**src/rtl/mer_meas_seq_pkg.sv**
```systemverilog
// Shared types and constants for the MER measurement sequencer.
// Holds the FSM encoding, default widths and saturation limits.
package meas_pkg;

  typedef enum logic [1:0] {
    ST_IDLE = 2'd0,
    ST_ARM  = 2'd1,
    ST_MEAS = 2'd2,
    ST_DONE = 2'd3
  } state_t;

  localparam int ACC_W_DEF = 40;
  localparam int CNT_W_DEF = 32;
  localparam int ERR_W     = 18;
  localparam int PER_W     = 4;

  // Wide all-ones pattern; accumulators slice it to their own width (W <= 64).
  localparam logic [63:0] SAT_ONES = '1;

  // A window of zero periods is run as a single period.
  function automatic logic [PER_W-1:0] per_init(input logic [PER_W-1:0] n);
    return (n == '0) ? PER_W'(1) : n;
  endfunction

endpackage

```
**src/rtl/mer_meas_seq_sat_accum.sv**
```systemverilog
// Saturating accumulator with clear and enable; signed or unsigned.
// Clear together with enable loads the addend as the first term.
module sat_accum
  import meas_pkg::*;
#(
  parameter int W         = ACC_W_DEF,
  parameter int IN_W      = ERR_W,
  parameter bit IS_SIGNED = 1'b0
) (
  input  logic            i_clk,
  input  logic            i_reset,
  input  logic            i_clr,
  input  logic            i_en,
  input  logic [IN_W-1:0] i_add,
  output logic [W-1:0]    o_acc
);

  localparam logic [W-1:0] MAX_U = SAT_ONES[W-1:0];
  localparam logic [W-1:0] MAX_S = MAX_U >> 1;
  localparam logic [W-1:0] MIN_S = ~MAX_S;

  logic [W-1:0] r_acc;
  logic [W:0]   w_add_ext;
  logic [W:0]   w_base;
  logic [W:0]   w_sum;
  logic         w_ovf;
  logic [W-1:0] w_sat;
  logic [W-1:0] w_nxt;

  // One guard bit keeps the sum exact, so overflow is read straight off the top bits.
  always_comb begin
    w_add_ext = IS_SIGNED ? {{(W+1-IN_W){i_add[IN_W-1]}}, i_add}
                          : {{(W+1-IN_W){1'b0}}, i_add};
    w_base    = i_clr ? '0 : {IS_SIGNED & r_acc[W-1], r_acc};
    w_sum     = w_base + w_add_ext;
    w_ovf     = IS_SIGNED ? (w_sum[W] ^ w_sum[W-1]) : w_sum[W];
    w_sat     = IS_SIGNED ? (w_sum[W] ? MIN_S : MAX_S) : MAX_U;
    w_nxt     = w_ovf ? w_sat : w_sum[W-1:0];
  end

  // NOTE: sequential state uses non-blocking assignments so every flop samples pre-edge values.
  always_ff @(posedge i_clk) begin
    if (i_reset) begin
      r_acc <= '0;
    end else if (i_en) begin
      r_acc <= w_nxt;
    end else if (i_clr) begin
      r_acc <= '0;
    end
  end

  assign o_acc = r_acc;

endmodule

```
**src/rtl/mer_meas_seq.sv**
```systemverilog
// Measurement sequencer: aligns to the LFSR period marker, accumulates error
// statistics over whole periods, then publishes held results with a done pulse.
module mer_meas_seq
  import meas_pkg::*;
#(
  parameter int ACC_W = ACC_W_DEF,
  parameter int CNT_W = CNT_W_DEF
) (
  input  logic             sys_clk,
  input  logic             reset,
  input  logic             sym_clk_en,
  input  logic             cycle_out_periodic,
  input  logic             start,
  input  logic [PER_W-1:0] num_periods,
  input  logic [ERR_W-1:0] err_sq,
  input  logic [ERR_W-1:0] err_dc,
  input  logic             rx_data_correct,
  output logic             busy,
  output logic             done,
  output logic [ACC_W-1:0] sq_acc,
  output logic [ACC_W-1:0] dc_acc,
  output logic [CNT_W-1:0] sym_cnt,
  output logic [CNT_W-1:0] err_cnt
);

  state_t           r_state;
  state_t           w_state_nxt;
  logic [PER_W-1:0] r_per_left;
  logic             w_mark;
  logic             w_last;
  logic             w_acc_clr;
  logic             w_acc_en;
  logic             w_load;
  logic             w_per_init;
  logic             w_per_dec;

  logic [ACC_W-1:0] w_sq_work;
  logic [ACC_W-1:0] w_dc_work;
  logic [CNT_W-1:0] w_sym_work;
  logic [CNT_W-1:0] w_err_work;

  logic [ACC_W-1:0] r_sq_acc;
  logic [ACC_W-1:0] r_dc_acc;
  logic [CNT_W-1:0] r_sym_cnt;
  logic [CNT_W-1:0] r_err_cnt;

  assign w_mark = sym_clk_en & cycle_out_periodic;
  assign w_last = (r_per_left == PER_W'(1));

  always_ff @(posedge sys_clk) begin
    if (reset) begin
      r_state <= ST_IDLE;
    end else begin
      r_state <= w_state_nxt;
    end
  end

  // NOTE: every always_comb output gets a default first, so no path can infer a latch.
  always_comb begin
    w_state_nxt = r_state;
    unique case (r_state)
      ST_IDLE: if (start)            w_state_nxt = ST_ARM;
      ST_ARM:  if (w_mark)           w_state_nxt = ST_MEAS;
      ST_MEAS: if (w_mark && w_last) w_state_nxt = ST_DONE;
      ST_DONE:                       w_state_nxt = ST_IDLE;
      default:                       w_state_nxt = ST_IDLE;
    endcase
  end

  // The terminating marker symbol is not accumulated; it opens the next period.
  always_comb begin
    busy       = (r_state == ST_ARM) || (r_state == ST_MEAS);
    done       = (r_state == ST_DONE);
    w_acc_clr  = 1'b0;
    w_acc_en   = 1'b0;
    w_load     = 1'b0;
    w_per_init = 1'b0;
    w_per_dec  = 1'b0;
    unique case (r_state)
      ST_IDLE: w_per_init = start;
      ST_ARM: begin
        w_acc_clr = w_mark;
        w_acc_en  = w_mark;
      end
      ST_MEAS: begin
        if (w_mark && w_last) begin
          w_load = 1'b1;
        end else if (sym_clk_en) begin
          w_acc_en  = 1'b1;
          w_per_dec = cycle_out_periodic;
        end
      end
      default: ;
    endcase
  end

  always_ff @(posedge sys_clk) begin
    if (reset) begin
      r_per_left <= '0;
    end else if (w_per_init) begin
      r_per_left <= per_init(num_periods);
    end else if (w_per_dec) begin
      r_per_left <= r_per_left - PER_W'(1);
    end
  end

  sat_accum #(.W(ACC_W), .IN_W(ERR_W), .IS_SIGNED(1'b0)) u_sq (
    .i_clk(sys_clk), .i_reset(reset), .i_clr(w_acc_clr), .i_en(w_acc_en),
    .i_add(err_sq), .o_acc(w_sq_work)
  );

  sat_accum #(.W(ACC_W), .IN_W(ERR_W), .IS_SIGNED(1'b1)) u_dc (
    .i_clk(sys_clk), .i_reset(reset), .i_clr(w_acc_clr), .i_en(w_acc_en),
    .i_add(err_dc), .o_acc(w_dc_work)
  );

  sat_accum #(.W(CNT_W), .IN_W(1), .IS_SIGNED(1'b0)) u_sym (
    .i_clk(sys_clk), .i_reset(reset), .i_clr(w_acc_clr), .i_en(w_acc_en),
    .i_add(1'b1), .o_acc(w_sym_work)
  );

  sat_accum #(.W(CNT_W), .IN_W(1), .IS_SIGNED(1'b0)) u_err (
    .i_clk(sys_clk), .i_reset(reset), .i_clr(w_acc_clr), .i_en(w_acc_en),
    .i_add(~rx_data_correct), .o_acc(w_err_work)
  );

  // NOTE: result registers are reset explicitly so a mid-window reset clears the readout too.
  always_ff @(posedge sys_clk) begin
    if (reset) begin
      r_sq_acc  <= '0;
      r_dc_acc  <= '0;
      r_sym_cnt <= '0;
      r_err_cnt <= '0;
    end else if (w_load) begin
      r_sq_acc  <= w_sq_work;
      r_dc_acc  <= w_dc_work;
      r_sym_cnt <= w_sym_work;
      r_err_cnt <= w_err_work;
    end
  end

  assign sq_acc  = r_sq_acc;
  assign dc_acc  = r_dc_acc;
  assign sym_cnt = r_sym_cnt;
  assign err_cnt = r_err_cnt;

endmodule

```
**config.mk**
```make
export PLATFORM = sky130hd
export DESIGN_NAME = mer_meas_seq
export DESIGN_NICKNAME = d
export VERILOG_FILES = /design/src/rtl/mer_meas_seq_pkg.sv /design/src/rtl/mer_meas_seq_sat_accum.sv /design/src/rtl/mer_meas_seq.sv
export SDC_FILE = /design/constraint.sdc
export NUM_CORES = 1
export LEC_CHECK = 0
export ABC_AREA = 1
export CORE_UTILIZATION = 53
export DETAILED_ROUTE_END_ITERATION = 7
export PLACE_DENSITY = 0.87
export SLEW_MARGIN = 20
export SYNTH_ARGS = -nofsm -noshare
export SYNTH_HDL_FRONTEND = slang
export SYNTH_SLANG_ARGS = --single-unit
```
**constraint.sdc**
```tcl
create_clock -name sys_clk -period 5.63 [get_ports sys_clk]
set_input_delay 0.563 -clock sys_clk [delete_from_list [all_inputs] [get_ports sys_clk]]
set_output_delay 0.563 -clock sys_clk [all_outputs]
set_load 0.01 [all_outputs]
```
* Yosys cells after proc, flatten, opt, wreduce, memory -nomap -nowiden
Cells that the tools add are included.
Word-level totals: output and inout bits 146, bits in registers 294
Operators by class: bitwise operators 3, equal/unequal tests 7, multiplexer cells 32, add/subtract/negate cells 5, reduce and logical (&&, ||, !) cells 7
Operators with widths (count):
- $mux W40 | 7
- $mux W32 | 7
- $add A41 B18 Y41 | 1
- $add A41 B41 Y41 | 1
- $mux W41 | 1
- $add A33 B1 Y33 | 1
- $add A33 B1 Y33 const B | 1
- $mux W4 | 3
- $mux W1 | 9
- $pmux W2 S4 | 1
- $mux W2 | 3
- $eq A2 B2 Y1 const B | 2
- $eq A4 B1 Y1 const B | 1
- $logic_not A4 Y1 | 1
- $ne A2 B2 Y1 const B | 2
- $reduce_bool A2 Y1 | 2
- $sub A4 B1 Y4 const B | 1
- $reduce_and A3 Y1 | 1
- $eq A2 B1 Y1 const B | 1
- $logic_not A2 Y1 | 1
- $ne A2 B1 Y1 const B | 1
- $pmux W1 S2 | 1
- $and A1 B1 Y1 | 1
- $logic_and A1 B1 Y1 | 1
- 3 further kinds | 3

* Logic depth before layout (Yosys ltp)
Gate-level depths: netlist of run 1.
depth after elaboration 7, gate-level depth with buffers 30, gate-level depth less buffers 22

* By module
From an unflattened synthesis of run 1, not the netlist that was laid out.
Second synthesis, totals: cell total of the unflattened synthesis 2916, area total of the unflattened synthesis 18675.4 um2
By module, submodules not included:
- mer_meas_seq | cells each 703, area each 5451.5 um2, instances 1
- sat_accum at u_dc | cells each 879, area each 4964.8 um2, instances 1
- sat_accum at u_err ... | cells each 362, area each 2314.7 um2, instances 2
- sat_accum at u_sq | cells each 610, area each 3629.7 um2, instances 1

* Least setup slack after synthesis of run 1
Ideal clock, no wire load.
kind in2reg, start input sym_clk_en, end register u_dc.r_acc[31] (netlist: u_dc.o_acc[31]), stages 29, data arrival time 3.722 ns, buffers on the path 8, data required time 5.498 ns, path slack 1.776 ns, cell sequence nand2_2 > inv_2 > nand2_4 > buf_12 > buf_6 > buf_4 > buf_2 > buf_1 > buf_2 > nand2_1 > inv_1 > ha_1 > fa_1 > nand2_1 > nand3_1 > nand3_1 > nand2_2 > nand2_1 > nand3_2 > nand2_1 > nand2_1 > nand2_1 > nand2_1 > nand2_1 > buf_2 > buf_4 > nand3_1 > nand2_1 > a21oi_1
Between the ends: longest elaborated chain between the ends 7, elaborated cells between the ends (all ways) 13, classes of those cells add/sub: 1; mux: 8; bitwise: 2; reduce/logical: 2
RTL lines:
- start: declaration | line mer_meas_seq.sv:11 | input logic sym_clk_en,
- $and A1 B1 Y1 | line mer_meas_seq.sv:47 | assign w_mark = sym_clk_en & cycle_out_periodic;
- $mux W1 | line mer_meas_seq.sv:79 | unique case (r_state)
- $mux W41 | line mer_meas_seq_sat_accum.sv:34 | w_base = i_clr ? '0 : {IS_SIGNED & r_acc[W-1], r_acc};
- $add A41 B41 Y41 | line mer_meas_seq_sat_accum.sv:35 | w_sum = w_base + w_add_ext;
- $mux W40 or $xor A1 B1 Y1 (tied branches) | line mer_meas_seq_sat_accum.sv:37, mer_meas_seq_sat_accum.sv:36
- $mux W40 | line mer_meas_seq_sat_accum.sv:38 | w_nxt = w_ovf ? w_sat : w_sum[W-1:0];
- $mux W40 | line mer_meas_seq_sat_accum.sv:45 | end else if (i_en) begin
- end signal: assignment | line mer_meas_seq_sat_accum.sv:46 | r_acc <= w_nxt;
- end: declaration | line mer_meas_seq_sat_accum.sv:22 | logic [W-1:0] r_acc;
Several ways; a longest one is shown, not always the timed one. A chain may end at the register's enable or synchronous reset.

* Final worst setup path of run 1
start register r_state[1], end register u_err.r_acc[15] (netlist: u_err.o_acc[15])
Between the ends: longest elaborated chain between the ends 6, elaborated cells between the ends (all ways) 9, classes of those cells add/sub: 1; eq/ne: 2; mux: 5; reduce/logical: 1
RTL lines:
- start: declaration | line mer_meas_seq.sv:26 | state_t r_state;
- start signal: assignment | line mer_meas_seq.sv:54 | r_state <= w_state_nxt;
- $eq A2 B1 Y1 | line mer_meas_seq.sv:79
- $mux W1 | line mer_meas_seq.sv:79
- $mux W32 | line mer_meas_seq_sat_accum.sv:34
- $add A33 B1 Y33 | line mer_meas_seq_sat_accum.sv:35
- $mux W32 | line mer_meas_seq_sat_accum.sv:38
- $mux W32 | line mer_meas_seq_sat_accum.sv:45
- end signal: assignment | line mer_meas_seq_sat_accum.sv:46
- end: declaration | line mer_meas_seq_sat_accum.sv:22
Several ways; a longest one is shown, not always the timed one.

==> results of run 1 <==
-- registers in the layout, indices dropped and copies added, names as in the netlist --
signal       cells
u_sym.o_acc     32
err_cnt         32
sq_acc          40
u_dc.o_acc      40
dc_acc          40
u_sq.o_acc      40
u_err.o_acc     32
r_per_left       4
r_state          2
sym_cnt         32
-- synth_stat cells (13+ instances only) --
cell type | number | area share [%]
ha_1 | 68 | 4.8
buf_2 | 18 | 0.50
clkbuf_1 | 74 | 1.6
nand3_1 | 151 | 4.2
o21ai_0 | 194 | 5.4
xor2_1 | 52 | 2.5
nand4_1 | 36 | 1.3
nand2_2 | 21 | 0.74
nor2_2 | 13 | 0.46
nor2_1 | 420 | 8.8
inv_1 | 292 | 6.1
nand2_1 | 704 | 15
a31oi_1 | 20 | 0.70
dfxtp_1 | 294 | 33
nor3_1 | 36 | 1.0
a21oi_1 | 196 | 5.5
xnor2_1 | 29 | 1.4
-- worst paths after layout --
path,endpoint,slack (ns),startpoint
worst max-delay path,u_err.o_acc[15],1.47,r_state[1]
worst min-delay path,sym_cnt[21],0.48,u_sym.o_acc[21]
worst max register to register,u_err.o_acc[15],1.47,r_state[1]
worst min register to register,sym_cnt[21],0.48,u_sym.o_acc[21]
-- cell families (layout without fill, tap and decap cells) --
group           Yosys count  after routing  share of synthesized area, %
xor+xnor                 81             81                          3.97
compound gates          461            461                          13.7
simple gates           1447           1447                          34.9
flops                   294            294                          32.9
fa+ha+maj                70             70                          4.99
buf+inv                 414            564                          9.47
mux                       1              1                        0.0560
-- per-layer routing --
layer / GRT usage (%) / vias up / part of all wire, % / routed length, µm
li1: - / 9136 / - / -
met1: 40.1 / 8526 / 45 / 23900
met2: 52.1 / 559 / 46 / 24500
met3: 3.62 / 115 / 5.4 / 2870
met4: 11.2 / 0 / 3.3 / 1730
met5: 0 / - / 0 / 0
-- power by group through the flow --
stage                     Clock (W)  Combinational (W)  Sequential (W)
after floorplan                   0            0.00103         0.00228
after global placement            0            0.00135         0.00229
after detailed placement          0            0.00138         0.00229
after CTS                   0.00237            0.00139         0.00225
after global routing        0.00245            0.00158         0.00226
final                       0.00234            0.00141         0.00225
-- metrics by stage --
stage	hold WS, ns	power [W]	instances	cell area (µm²)
floorplan	0.437	0.00331	2768	17900
global placement	0.466	0.00364	3302	19900
detailed placement	0.471	0.00367	3302	19900
CTS	0.481	0.00600	3360	21100
global route	0.511	0.00629	3360	21100
finish	0.484	0.00600	3360	21100
-- worst register-to-register path, stage by stage (launching register included) --
cell and delay, ns:
dfxtp_1 0.37, inv_1 0.11, ha_1 0.25, nand2_4 0.53
buf_4 0.44, nand2_1 0.09, inv_1 0.06, ha_1 0.18
ha_1 0.16, inv_1 0.07, nor3_2 0.29, nand2_1 0.20
nor3_4 0.30, nand2_2 0.12, nor3_2 0.14, nand3_2 0.43
a21oi_1 0.35
-- final cells by class --
| type | count | area share [%] |
|---|---|---|
| clock buffer | 44 | 4.20 |
| clock inverter | 14 | 1.38 |
| inverter | 300 | 5.38 |
| multi-input combinational | 2060 | 48.9 |
| sequential | 294 | 27.9 |
| tap | 442 | 2.63 |
| timing repair buffer | 206 | 9.60 |
==> run metrics, run 1 <==
sequential share of power 37.5%; Util after Layout 64.1%; DR pass1 iterations 6; Seq/Total Area, Yosys between 30% and 40%; number of remaining DRC errors 0; NetSw ~0.0019 W; combinational share of power 23.5%; post-place setup slack 1.05 ns; ant diodes 0; core area 32900 µm²; Max VDD drop 396 µV; worst hold path depth 2; final hold violations 0; Slew @ Worst Pin 1.02 ns; DIE HEIGHT about 190 µm; Total GRT Usage 30.8%; Setup TNS 0 ns; R2R cell count 16; hold crit path type reg2reg; Rel. slew slack 31.8%; Leak Pwr between 9 and 10 nW; YS warnings 0; Mapped Area between 15000 and 20000 µm²; Crit-path slowest cell nand2_4; gr ovfl total 0; Buffers on Ports between 150 and 200; Clock Path Buffers 3; crit share post-route 73.9%; post-DP HPWL 38100 µm; layout cells sized above 1 about 5.3%; clock network power share 39.0%; Async SR Flop Fraction 0%; remaining antenna violation count 0; Synth Area per Inst 6.46 µm²; global-route wire length before repair 87000 µm; IO Count 192; most common cell after layout, fill and taps aside nand2_1; critical path peak fanout 56; Net Sw Frac 31.4%; via/cell ratio 5.46; Final setup violation count 0; Worst-Skew Late Latency 0.59 ns; Crit. End Element flop; DR vias 18.3k; initial antenna violation count 0; CTS tree yes; RSZ-0062 raised after global routing false; Setup Skew 0.0187 ns; synthesized netlist cell count 2768; Final WS setup 1.47 ns; Worst-path clk slew 0.07 ns; # Post-CTS Setup Buffers 0; area taken by multi-input logic gates 10300 µm²; Register Area around 5900 µm²; pin count of the biggest net entering global routing between 100 and 150; pwr dens ~280 nW/µm²; die area 34500 µm²; Die Wd between 150 and 200 µm; fill cell count 3062; Layout Nets 3009; Tmin final 4.16 ns; CP max stage delay around 0.53 ns; CP bufs+invs 4; clock sinks 294; Mapped Nets 2884; run status finished clean; WP data required 6.12 ns; Resize count post-CTS 0; max cap viols 0; hold buffers post-CTS 0; Int Power slightly above 0.004 W; Crit path max-delay family simple AND/OR/NAND/NOR gates; CP Launch Type flop; clk root buf clkbuf_16; gp weighted congestion approximately 0.99; final slew viol count 0; Initial Util 54.4%; DRT iter0 DRCs 1575; instance count on the critical path 16; vias in the first global route 17.7k; Area Overhead vs Synth 17.9%; WL final 53100 µm; H-tree levels 1; # rows 66; worst path arrival time 4.65 ns; commonest non-fill, non-tap cells in the layout 704 x nand2_1, 419 x nor2_1, 294 x dfxtp_1; DR WL/cell approximately 16 µm; top_reg_cell synth dfxtp_1; Netlist cell types 56; Post-synth EDFFs 0; worst-path cell chain inv_1, ha_1, nand2_4, buf_4, nand2_1, inv_1, ha_1, ha_1, inv_1, nor3_2, nand2_1, nor3_4, nand2_2, nor3_2, nand3_2, a21oi_1; fmax roughly 240 MHz; Seq cells post-synth 294; total CTS buffers 31; crit path kind reg2reg
Power figures use the tool's default switching activity.
==> inputs of run 2 (changes only) <==
==> constraint.sdc (replaced) <==
create_clock -name sys_clk -period 4.2 [get_ports sys_clk]
set_input_delay 0.42 -clock sys_clk [delete_from_list [all_inputs] [get_ports sys_clk]]
set_output_delay 0.42 -clock sys_clk [all_outputs]
set_load 0.01 [all_outputs]
==> run metrics, run 2 (synthesized netlist as in run 1, its figures left out) <==
number of remaining DRC errors 0; grt met1 use between 40 and 50%; post-DP HPWL 38400 µm; crit path kind reg2reg; vias in the first global route 17.5k; final slew viol count 0; Setup TNS 0 ns; Layout Nets ~3k; DR WL/cell 15.7 µm; Clock Path Buffers 3; Final setup violation count 0; Resize count post-CTS 0; core area 32900 µm²; max cap viols 0; clock sinks 294; hold slack between 0.3 and 0.4 ns; CTS tree yes; hold buffers post-CTS 0; Tmin final 3.74 ns; most common cell after layout, fill and taps aside nand2_1; crit share post-route 89.0%; global-route wire length before repair 86000 µm; ant diodes 0; clk root buf clkbuf_16; hold crit path type in2reg; total CTS buffers 31; RSZ-0062 raised after global routing false; final hold violations 0; H-tree levels 1; DR vias 18.5k; Layout Cells excl Fill 3368; Initial Util between 50% and 60%; Rel. slew slack 35.0%; met2 global-route usage between 50% and 60%; critical path peak fanout 31; die area between 30000 and 40000 µm²; initial antenna violation count 0; IO Count ~190; Worst-Skew Late Latency 0.59 ns; Leak Pwr 10.0 nW; CP Launch Type flop; # rows 66; Buffers on Ports 191; WL final 52900 µm; # Post-CTS Setup Buffers 0; Slew @ Worst Pin 0.975 ns; Crit. End Element flop; fill cell count 3070; DR pass1 iterations 6; gp weighted congestion 0.958; Setup Skew 0.0108 ns; Area Overhead vs Synth 18.2%; pwr dens 368 nW/µm²; commonest non-fill, non-tap cells in the layout 704 x nand2_1, 419 x nor2_1, 294 x dfxtp_1; Total GRT Usage 30.5%; Worst-path clk slew 0.06 ns; gr ovfl total 0; DIE HEIGHT 186 µm; WP data required 4.71 ns; Max VDD drop 367 µV; pin count of the biggest net entering global routing 171; GR peak layer met2; met3 usage 3.07%; layout cells sized above 1 5.71%; DRT iter0 DRCs 1542; placed cells 3316; Die Wd 186 µm; fmax 267 MHz; run status finished clean; worst path arrival time 4.24 ns; remaining antenna violation count 0; via/cell ratio 5.49
## run 2: changes by cell type in the layout (fill, tap and decap cells not counted)
cell / before / now
clkbuf_8: 6 / 7
clkinv_4: 0 / 2
clkbuf_1: 7 / 4
bufinv_16: 8 / 3
clkinvlp_4: 2 / 0
inv_2: 5 / 6
buf_4: 16 / 23
buf_12: 0 / 7
## run 2: critical path: stages, from the launching register on
cell     delay, ns
dfxtp_1       0.33
inv_1         0.12
ha_1          0.25
nand2_4       0.25
nand2_1       0.14
inv_1         0.05
ha_1          0.22
fa_1          0.49
nand2_1       0.09
nand3_1       0.08
nand3_1       0.11
nand2_2       0.11
nand2_1       0.10
nand3_2       0.14
nand2_1       0.17
nand2_1       0.10
nand2_1       0.07
nand2_1       0.09
a21oi_2       0.16
buf_4         0.32
nand2_1       0.09
a21oi_1       0.14
## run 2: layout make-up
class                   count  area [µm²]  area share (%)
repair buffers            220        2210            10.5
inverters                 300        1130            5.36
clock buffers              42         887            4.20
clock inverters            10         148           0.699
well taps                 442         553            2.62
multi-input cells        2060       10300            48.8
flip-flops and latches    294        5890            27.9
## run 2: where the power goes
part | total, W | leakage [nW] | switching [W] | internal [W]
Sequential | 0.00302 | 2.37 | 0.000102 | 0.00292
Clock | 0.00279 | 0.513 | 0.00114 | 0.00165
Combinational | 0.00195 | 7.12 | 0.00126 | 0.000693
## run 2: routing by layer
metal	vias up	share of wire, %
li1	9174	-
met1	8569	46
met2	628	46
met3	123	5.7
met4	0	3.2
met5	-	0
## run 2: through the flow
step / instance area (µm²) / util (%) / power [W] / setup slack, ns
2_1_floorplan: 17900 / - / 0.00444 / 0.406
3_3_place_gp: 20100 / 61.1 / 0.00496 / 0.254
3_5_place_dp: 20100 / 61.1 / 0.00499 / 0.128
4_1_cts: 21100 / 64.3 / 0.00777 / 0.511
5_1_grt: 21100 / 64.3 / 0.00814 / 0.131
6_report: 21100 / 64.3 / 0.00777 / 0.461
## run 2: worst paths after layout
| path | slack, ns | start | cells past startpoint | endpoint |
|---|---|---|---|---|
| worst min register to register | 0.48 | u_dc.o_acc[27] | 2 | u_dc.o_acc[27] |
| worst max register to register | 0.46 | r_state[1] | 21 | u_dc.o_acc[16] |
| worst min-delay path | 0.32 | reset | 2 | u_sym.o_acc[5] |
| worst max-delay path | 0.46 | r_state[1] | 21 | u_dc.o_acc[16] |
==> inputs of run 3 (changes only) <==
--- a/config.mk
+++ b/config.mk
@@ -9,7 +9,6 @@
 export CORE_UTILIZATION = 53
 export DETAILED_ROUTE_END_ITERATION = 7
 export PLACE_DENSITY = 0.87
-export SLEW_MARGIN = 20
 export SYNTH_ARGS = -nofsm -noshare
 export SYNTH_HDL_FRONTEND = slang
 export SYNTH_SLANG_ARGS = --single-unit
==> constraint.sdc (replaced) <==
create_clock -name sys_clk -period 4.45 [get_ports sys_clk]
set_input_delay 0.445 -clock sys_clk [delete_from_list [all_inputs] [get_ports sys_clk]]
set_output_delay 0.445 -clock sys_clk [all_outputs]
set_load 0.01 [all_outputs]
==> run metrics, run 3 (synthesized netlist as in run 1, its figures left out) <==
run status finished clean; Buffers on Ports between 150 and 200; Clock Path Buffers 3; Resize count post-CTS 0; final slew viol count 0; Setup Skew 0.0153 ns; layout cells sized above 1 5.68%; DR pass1 iterations 6; Worst-Skew Late Latency 0.56 ns; post-DP HPWL 38700 µm; DRT iter0 DRCs about 1.8k; die area around 34000 µm²; total power 0.00735 W; total CTS buffers 31; Setup TNS 0 ns; DR WL/cell between 15 and 20 µm; Slew @ Worst Pin 1.16 ns; most common cell after layout, fill and taps aside nand2_1; Area Overhead vs Synth 17.8%; post-route cell area 21100 µm²; RSZ-0062 raised after global routing false; Initial Util roughly 54%; Rel. slew slack 22.9%; Total GRT Usage 31.1%; Placed Area 20000 µm²; hold buffers post-CTS 0; Crit. End Element flop; CTS tree yes; commonest non-fill, non-tap cells in the layout 704 x nand2_1, 419 x nor2_1, 294 x dfxtp_1; pin count of the biggest net entering global routing 171; IO Count around 190; # Post-CTS Setup Buffers 0; Worst-path clk slew 0.06 ns; number of remaining DRC errors 0; met2 global-route usage 52.5%; hold slack 0.421 ns; Layout Nets 3019; vias in the first global route 17.8k; gp weighted congestion 0.996; remaining antenna violation count 0; initial antenna violation count 0; hold crit path type in2reg; via/cell ratio 5.54; WP data required 4.92 ns; Leak Pwr 9.96 nW; Die Wd about 190 µm; ant diodes 0; max cap viols 0; met3 usage 3.58%; gr ovfl total 0; GR peak layer met2; clock sinks 294; clk root buf clkbuf_16; final hold violations 0; Final setup violation count 0; critical path peak fanout 32; fmax roughly 270 MHz; pwr dens 349 nW/µm²; Tmin final 3.75 ns; Layout Cells excl Fill about 3.4k; placed cells 3312; r2r setup slk 0.70 ns; grt met1 use 40.7%; DIE HEIGHT 186 µm; # rows 66; core area about 33000 µm²; worst path arrival time 4.22 ns; Max VDD drop 315 µV; global-route wire length before repair a little under 90000 µm; H-tree levels 1; DR vias 18.7k; crit path kind reg2reg; crit share post-route 84.2%; WL final 53600 µm; CP Launch Type flop
-- run 3: path summary, 6_finish.rpt --
check | cells after the start | from | end
max | 21 | r_state[1] | u_dc.o_acc[2]
min | 2 | reset | u_sym.o_acc[8]
max reg2reg | 21 | r_state[1] | u_dc.o_acc[2]
min reg2reg | 2 | u_sym.o_acc[21] | sym_cnt[21]
-- run 3: final cells by class --
class                   instances  area, µm²
repair buffers                216       2150
clock buffers                  37        828
inverters                     300       1130
flip-flops and latches        294       5890
well taps                     442        553
clock inverters                17        209
multi-input cells            2060      10300
fillers                      3040      11800
-- run 3: report_power, final --
part	switching [W]	total, W	internal (W)	leakage (nW)
registers	0.0000980	0.00285	0.00276	2.37
clock network	0.00110	0.00266	0.00155	0.497
logic	0.00120	0.00184	0.000640	7.09
total	0.00239	0.00735	0.00495	9.96
-- run 3: routing by layer --
metal	up-vias	share of wire, %
met5	-	0
met4	0	3.1
met3	113	7.0
met2	696	46
met1	8697	44
li1	9151	-
-- run 3: through the flow --
stage / utilization (%) / setup slack [ns]
6_report: 64.1 / 0.703
5_1_grt: 64.1 / 0.330
4_1_cts: 64.1 / 0.793
3_5_place_dp: 60.9 / 0.367
3_3_place_gp: 60.9 / 0.501
2_1_floorplan: - / 0.656
-- run 3: worst max-delay path: stages (launching register included) --
cell and delay, ns:
dfxtp_1 0.35, inv_1 0.09, ha_1 0.24, nand2_4 0.35
buf_4 0.28, nand2_1 0.08, inv_1 0.06, ha_1 0.26
nand2_1 0.13, inv_1 0.05, nand2_1 0.06, nand2_1 0.06
a21oi_1 0.27, nand3_2 0.21, nand2_1 0.16, nand2_1 0.09
nand2_1 0.08, nand2_1 0.08, a21oi_2 0.16, buf_4 0.32
nand2_1 0.11, a21oi_1 0.15
